$ cat config.mk
export PLATFORM = sky130hd
export DESIGN_NAME = alu_serial_ctrl
export DESIGN_NICKNAME = d
export VERILOG_FILES = /design/src/rtl/alu_serial_ctrl.sv
export SDC_FILE = /design/constraint.sdc
export NUM_CORES = 1
export LEC_CHECK = 0
export CAP_MARGIN = 20
export CORE_MARGIN = 1
export CORE_UTILIZATION = 43
export DETAILED_ROUTE_END_ITERATION = 16
export GPL_TIMING_DRIVEN = 1
export PLACE_DENSITY = 0.71
export SYNTH_ARGS = -nofsm -noshare
export SYNTH_HDL_FRONTEND = slang
export SYNTH_SLANG_ARGS = --single-unit
$ cat constraint.sdc
create_clock -name clk -period 1.2 [get_ports clk]
set_input_delay 0.18 -clock clk [delete_from_list [all_inputs] [get_ports clk]]
set_output_delay 0.18 -clock clk [all_outputs]
set_load 0.005 [all_outputs]
$ cat src/rtl/alu_serial_ctrl.sv
// -----------------------------------------------------------------------------
// alu_serial_ctrl
//   Bit-serial sequencer around a 1-bit ALU slice. On a start request in IDLE
//   it latches two WIDTH-bit operands, a 3-bit function select and an initial
//   carry. It then presents one operand bit pair per clock to the slice, LSB
//   first. Each slice result bit Y is shifted into the result register from
//   the top, and the slice carry-out Cn_1 is fed back as the next Cn. After
//   WIDTH slice cycles the final carry-out is captured as cout, and done
//   pulses for one cycle.
//
// Ports
//   clk, rst_n         : rising-edge clock, asynchronous active-low reset
//   start              : operation request, only honoured in IDLE
//   op[2:0]            : slice function select, forwarded to {S2,S1,S0}
//   opa, opb [WIDTH]   : operands
//   cin                : carry into bit 0
//   busy               : high from the cycle after start through the done cycle
//   done               : one-cycle pulse, result/cout valid from here on
//   result [WIDTH]     : collected slice Y bits, bit i from slice cycle i
//   cout               : slice carry-out of the MSB cycle
//   A, B, Cn, S0..S2   : drive the slice
//   Y, Cn_1            : slice result and carry-out (combinational in A/B/Cn/S)
// -----------------------------------------------------------------------------
module alu_serial_ctrl #(
  parameter int WIDTH = 8,
  parameter int CW    = 4
) (
  input  logic             clk,
  input  logic             rst_n,
  input  logic             start,
  input  logic [2:0]       op,
  input  logic [WIDTH-1:0] opa,
  input  logic [WIDTH-1:0] opb,
  input  logic             cin,
  output logic             busy,
  output logic             done,
  output logic [WIDTH-1:0] result,
  output logic             cout,
  output logic             A,
  output logic             B,
  output logic             Cn,
  output logic             S0,
  output logic             S1,
  output logic             S2,
  input  logic             Y,
  input  logic             Cn_1
);

  typedef enum logic [1:0] {
    ST_IDLE = 2'd0,
    ST_RUN  = 2'd1,
    ST_DONE = 2'd2
  } state_t;

  // Counter value of the last (MSB) slice cycle.
  localparam logic [CW-1:0] LAST_CNT = CW'(WIDTH - 1);

  state_t           r_state;
  logic [WIDTH-1:0] r_sh_a;
  logic [WIDTH-1:0] r_sh_b;
  logic [2:0]       r_op;
  logic             r_carry;
  logic [CW-1:0]    r_cnt;
  logic             r_busy;
  logic             r_done;
  logic [WIDTH-1:0] r_result;
  logic             r_cout;

  logic             w_a;
  logic             w_b;
  logic             w_cn;

  // Sequencer FSM: operand capture, per-bit shifting and registered status.
  always_ff @(posedge clk or negedge rst_n) begin
    if (!rst_n) begin
      r_state  <= ST_IDLE;
      r_sh_a   <= '0;
      r_sh_b   <= '0;
      r_op     <= 3'b000;
      r_carry  <= 1'b0;
      r_cnt    <= '0;
      r_busy   <= 1'b0;
      r_done   <= 1'b0;
      r_result <= '0;
      r_cout   <= 1'b0;
    end else begin
      case (r_state)
        ST_IDLE: begin
          r_done <= 1'b0;
          if (start) begin
            r_sh_a   <= opa;
            r_sh_b   <= opb;
            r_op     <= op;
            r_carry  <= cin;
            r_cnt    <= '0;
            r_result <= '0;
            r_busy   <= 1'b1;
            r_state  <= ST_RUN;
          end else begin
            // Hold: result and cout keep the last operation's values.
            r_busy  <= 1'b0;
            r_state <= ST_IDLE;
          end
        end

        ST_RUN: begin
          // New bits enter at the MSB so that after WIDTH shifts the bit
          // produced in slice cycle i sits at result[i].
          r_result <= {Y, r_result[WIDTH-1:1]};
          r_carry  <= Cn_1;
          r_sh_a   <= {1'b0, r_sh_a[WIDTH-1:1]};
          r_sh_b   <= {1'b0, r_sh_b[WIDTH-1:1]};
          r_cnt    <= r_cnt + {{(CW-1){1'b0}}, 1'b1};
          if (r_cnt == LAST_CNT) begin
            r_cout  <= Cn_1;
            r_done  <= 1'b1;
            r_state <= ST_DONE;
          end else begin
            r_done  <= 1'b0;
            r_state <= ST_RUN;
          end
        end

        ST_DONE: begin
          // start is deliberately not sampled here; it is seen again in IDLE.
          r_done  <= 1'b0;
          r_busy  <= 1'b0;
          r_state <= ST_IDLE;
        end

        default: begin
          r_done  <= 1'b0;
          r_busy  <= 1'b0;
          r_state <= ST_IDLE;
        end
      endcase
    end
  end

  // Slice operand drive: live bits only while running, zeros otherwise.
  always_comb begin
    w_a  = 1'b0;
    w_b  = 1'b0;
    w_cn = 1'b0;
    if (r_state == ST_RUN) begin
      w_a  = r_sh_a[0];
      w_b  = r_sh_b[0];
      w_cn = r_carry;
    end else begin
      w_a  = 1'b0;
      w_b  = 1'b0;
      w_cn = 1'b0;
    end
  end

  assign A      = w_a;
  assign B      = w_b;
  assign Cn     = w_cn;
  assign S0     = r_op[0];
  assign S1     = r_op[1];
  assign S2     = r_op[2];
  assign busy   = r_busy;
  assign done   = r_done;
  assign result = r_result;
  assign cout   = r_cout;

endmodule
==> impl_metrics.json <==
{
  "numCtsBuffers": 5,
  "seq_area_frac_synth_pct": 53.9,
  "pwr-share-seq_pct": 33.5,
  "min_period_ns": 1.47,
  "clkSinkCount": 36,
  "rsz0062_at_grt": "true",
  "status": "finished, violations left",
  "ys_warn_count": 0,
  "place_inst": 243,
  "finalHoldViolCount": 0,
  "antenna_cells": 0,
  "synth.area.top_cells": "dfrtp_1 54%, nor2b_1 7.1%, a22oi_1 6.7%",
  "start_kind": "register",
  "crit_path_top_delay_cell": "dfrtp_1",
  "globalplace.congestion": 0.731,
  "p_int_uw": 4110,
  "final_critical_path_setup_slack_ns": -0.266,
  "clockRootBuffer": "clkbuf_8",
  "power_leakage_uw": 0.00114,
  "violations": "negative setup slack",
  "vias": 1476,
  "cp_common_cell": "buf_6",
  "place_ws_ns": -0.337,
  "synth_area_leader_cell": "dfrtp_1",
  "p_per_area_nw_per_um2": 2480,
  "p_sw_share_pct": 34.8,
  "critPathKind": "register to primary output",
  "ys_ff_latch": 36,
  "holdBufCountCts": 0,
  "drc": 0,
  "power.switching_uw": 2200,
  "min_path_type": "input port to async pin",
  "die_w_um": 64.3,
  "cts.clk_slew.worst_paths_ns": 0.07,
  "grt_pass1_vias": 1435,
  "cts_tree": "yes",
  "cts_buffer_depth": 2,
  "most-common-layout-cells": "36 x dfrtp_1, 24 x clkdlybuf4s50_1, 20 x buf_4",
  "die_y_um": 64.3,
  "synth_area_um2": 1670,
  "grt_first_pass_wirelength_um": 6630,
  "layout_commonest_cell": "dfrtp_1",
  "fmax_mhz": 682,
  "drt-pass1-iter-count": 4,
  "syn_area_per_cell_um2": 10.9,
  "cp.required_ns": 1.02,
  "skew_ns": 0.00523,
  "start_util_pct": 45.3,
  "ioPinCount": 42,
  "ant_nets": 0,
  "path_max_fanout": 3,
  "irDropWorstVdd_mv": 1.67,
  "grt_use_total_pct": 21.2,
  "power_frac_comb_pct": 52.6,
  "cp_cell_sequence": "buf_6 > nor2b_4 > buf_6 > and2_4 > buf_6",
  "r2r_start": "r_state[0]$_DFF_PN0_",
  "die_area_um2": 4140,
  "drt_iter0_drc": 81,
  "drv_cap": 0,
  "worstPathArrival_ns": 1.29,
  "insertion_delay_ns": 0.29,
  "clockPowerShare_pct": 13.9,
  "crit_path_end_kind": "primary output",
  "avgRoutedWirePerCell_um": 16.3,
  "worst_pin_slew_ns": 0.297,
  "grt.overflow.total": 0,
  "grt_max_degree": 37,
  "yosysUniqueCellTypes": 24,
  "totalWireLength_um": 4400,
  "synth_top_cell_area_share_pct": 53.9,
  "relSlewSlack_pct": 80.2,
  "setup_viol": 30,
  "final_nets": 247,
  "syn_inst": 153,
  "io_buffers": 41,
  "finalCritPeriodShare_pct": 122,
  "syn2layout_area_growth_pct": 52.5,
  "slowest_delay_ns": 0.39,
  "antenna_found_initial": 0,
  "core_um2": 3690,
  "htreeDepth": 2,
  "crit_path_start": "done$_DFF_PN0_",
  "via_per_inst": 5.47,
  "place_hpwl_um": 2510,
  "setup_tns_ns": -4.25,
  "rows": 22,
  "stdcell_count": 270,
  "final_max_slew_viol_count": 0,
  "drive_gt1_share_pct": 32.4,
  "synth_fp_nets": 179
}
[layer usage]
layer  GRT usage [%]  wire length, um
met4            5.83               40
met5               0                0
met3            5.36              194
met1            27.9             1900
met2            34.5             2270
[power by group through the flow]
| stage | Sequential (uW) | Combinational, uW | Clock, uW |
|---|---|---|---|
| after floorplan | 2080 | 1460 | 0 |
| after global placement | 2060 | 2450 | 0 |
| after detailed placement | 2090 | 2540 | 0 |
| after CTS | 2090 | 3150 | 898 |
| after global routing | 2170 | 3560 | 946 |
| final | 2120 | 3320 | 877 |
[path summary, 6_finish.rpt]
kind / cells past startpoint / slack [ns] / end
min reg2reg: 2 / 0.52 / busy$_DFFE_PN0N_
min: 2 / 0.27 / r_op[2]$_DFFE_PN0P_
max in group asynchronous: 2 / 0.75 / r_cnt[2]$_DFFE_PN0P_
max: 5 / -0.27 / A
max reg2reg: 4 / -0.19 / cout$_DFFE_PN0P_
min in group clk: 2 / 0.51 / r_op[2]$_DFFE_PN0P_
[cells by family after synthesis]
group                      after synthesis  synth area share (%)
and+or+nand+nor                         35                  12.4
DFF                                     36                  53.9
buffers and inverters                   12                  4.34
adders and majority gates                1                 0.749
muxes                                    6                  4.64
AOI/OAI and AO/OA                       63                  24.0
[final cells by class]
class	instances	area, um^2
timing repair buffer	73	684
tap	48	60.1
fill	279	1140
clock inverter	2	10.0
clock buffer	6	82.6
multi-input combinational	105	810
sequential	36	901
[sequential cells by signal (all words and copies together), names as in the netlist]
name     flops
result       8
cout         1
r_sh_b       8
r_state      1
done         1
r_op         3
r_cnt        4
r_sh_a       8
r_carry      1
busy         1
[Yosys cell counts]
cell       n
mux2i_1    1
and2_1     3
mux2_1     1
o311ai_1   1
nor2b_1   19
nand2_1    5
buf_4      1
nor3_2     1
a22oi_1   15
nand2b_2   1
mux2_4     3
buf_6      2
clkbuf_1   2
dfrtp_1   36
mux2_2     1
nor2_1     3
o21bai_2   1
ha_1       1
o21ai_1   18
a21oi_1   18
nand3_1    2
and2b_4    1
a22o_1    10
buf_2      7
[through the flow]
step                      utilization [%]  power, uW  area [um^2]  hold WS (ns)
after floorplan                         -       3540         1680        -0.116
after global placement               59.3       4510         2190         0.440
after detailed placement             59.3       4630         2190         0.447
after CTS                            67.4       6130         2490         0.276
after global routing                 69.1       6680         2550         0.286
final                                69.1       6310         2550         0.270
[what timing repair did]
action,CTS,global route
setup buffers,14,4
endpoints found under the setup margin,51,38
resized for setup,60,11
gates cloned,2,2
pin swaps,13,2
[worst max-delay path, delay by kind of cell (launching register included)]
family        cells  cell delay (ns)
buf+inv           3             0.33
flops             1             0.39
simple gates      2             0.27
(Power assumes the default switching activity.)
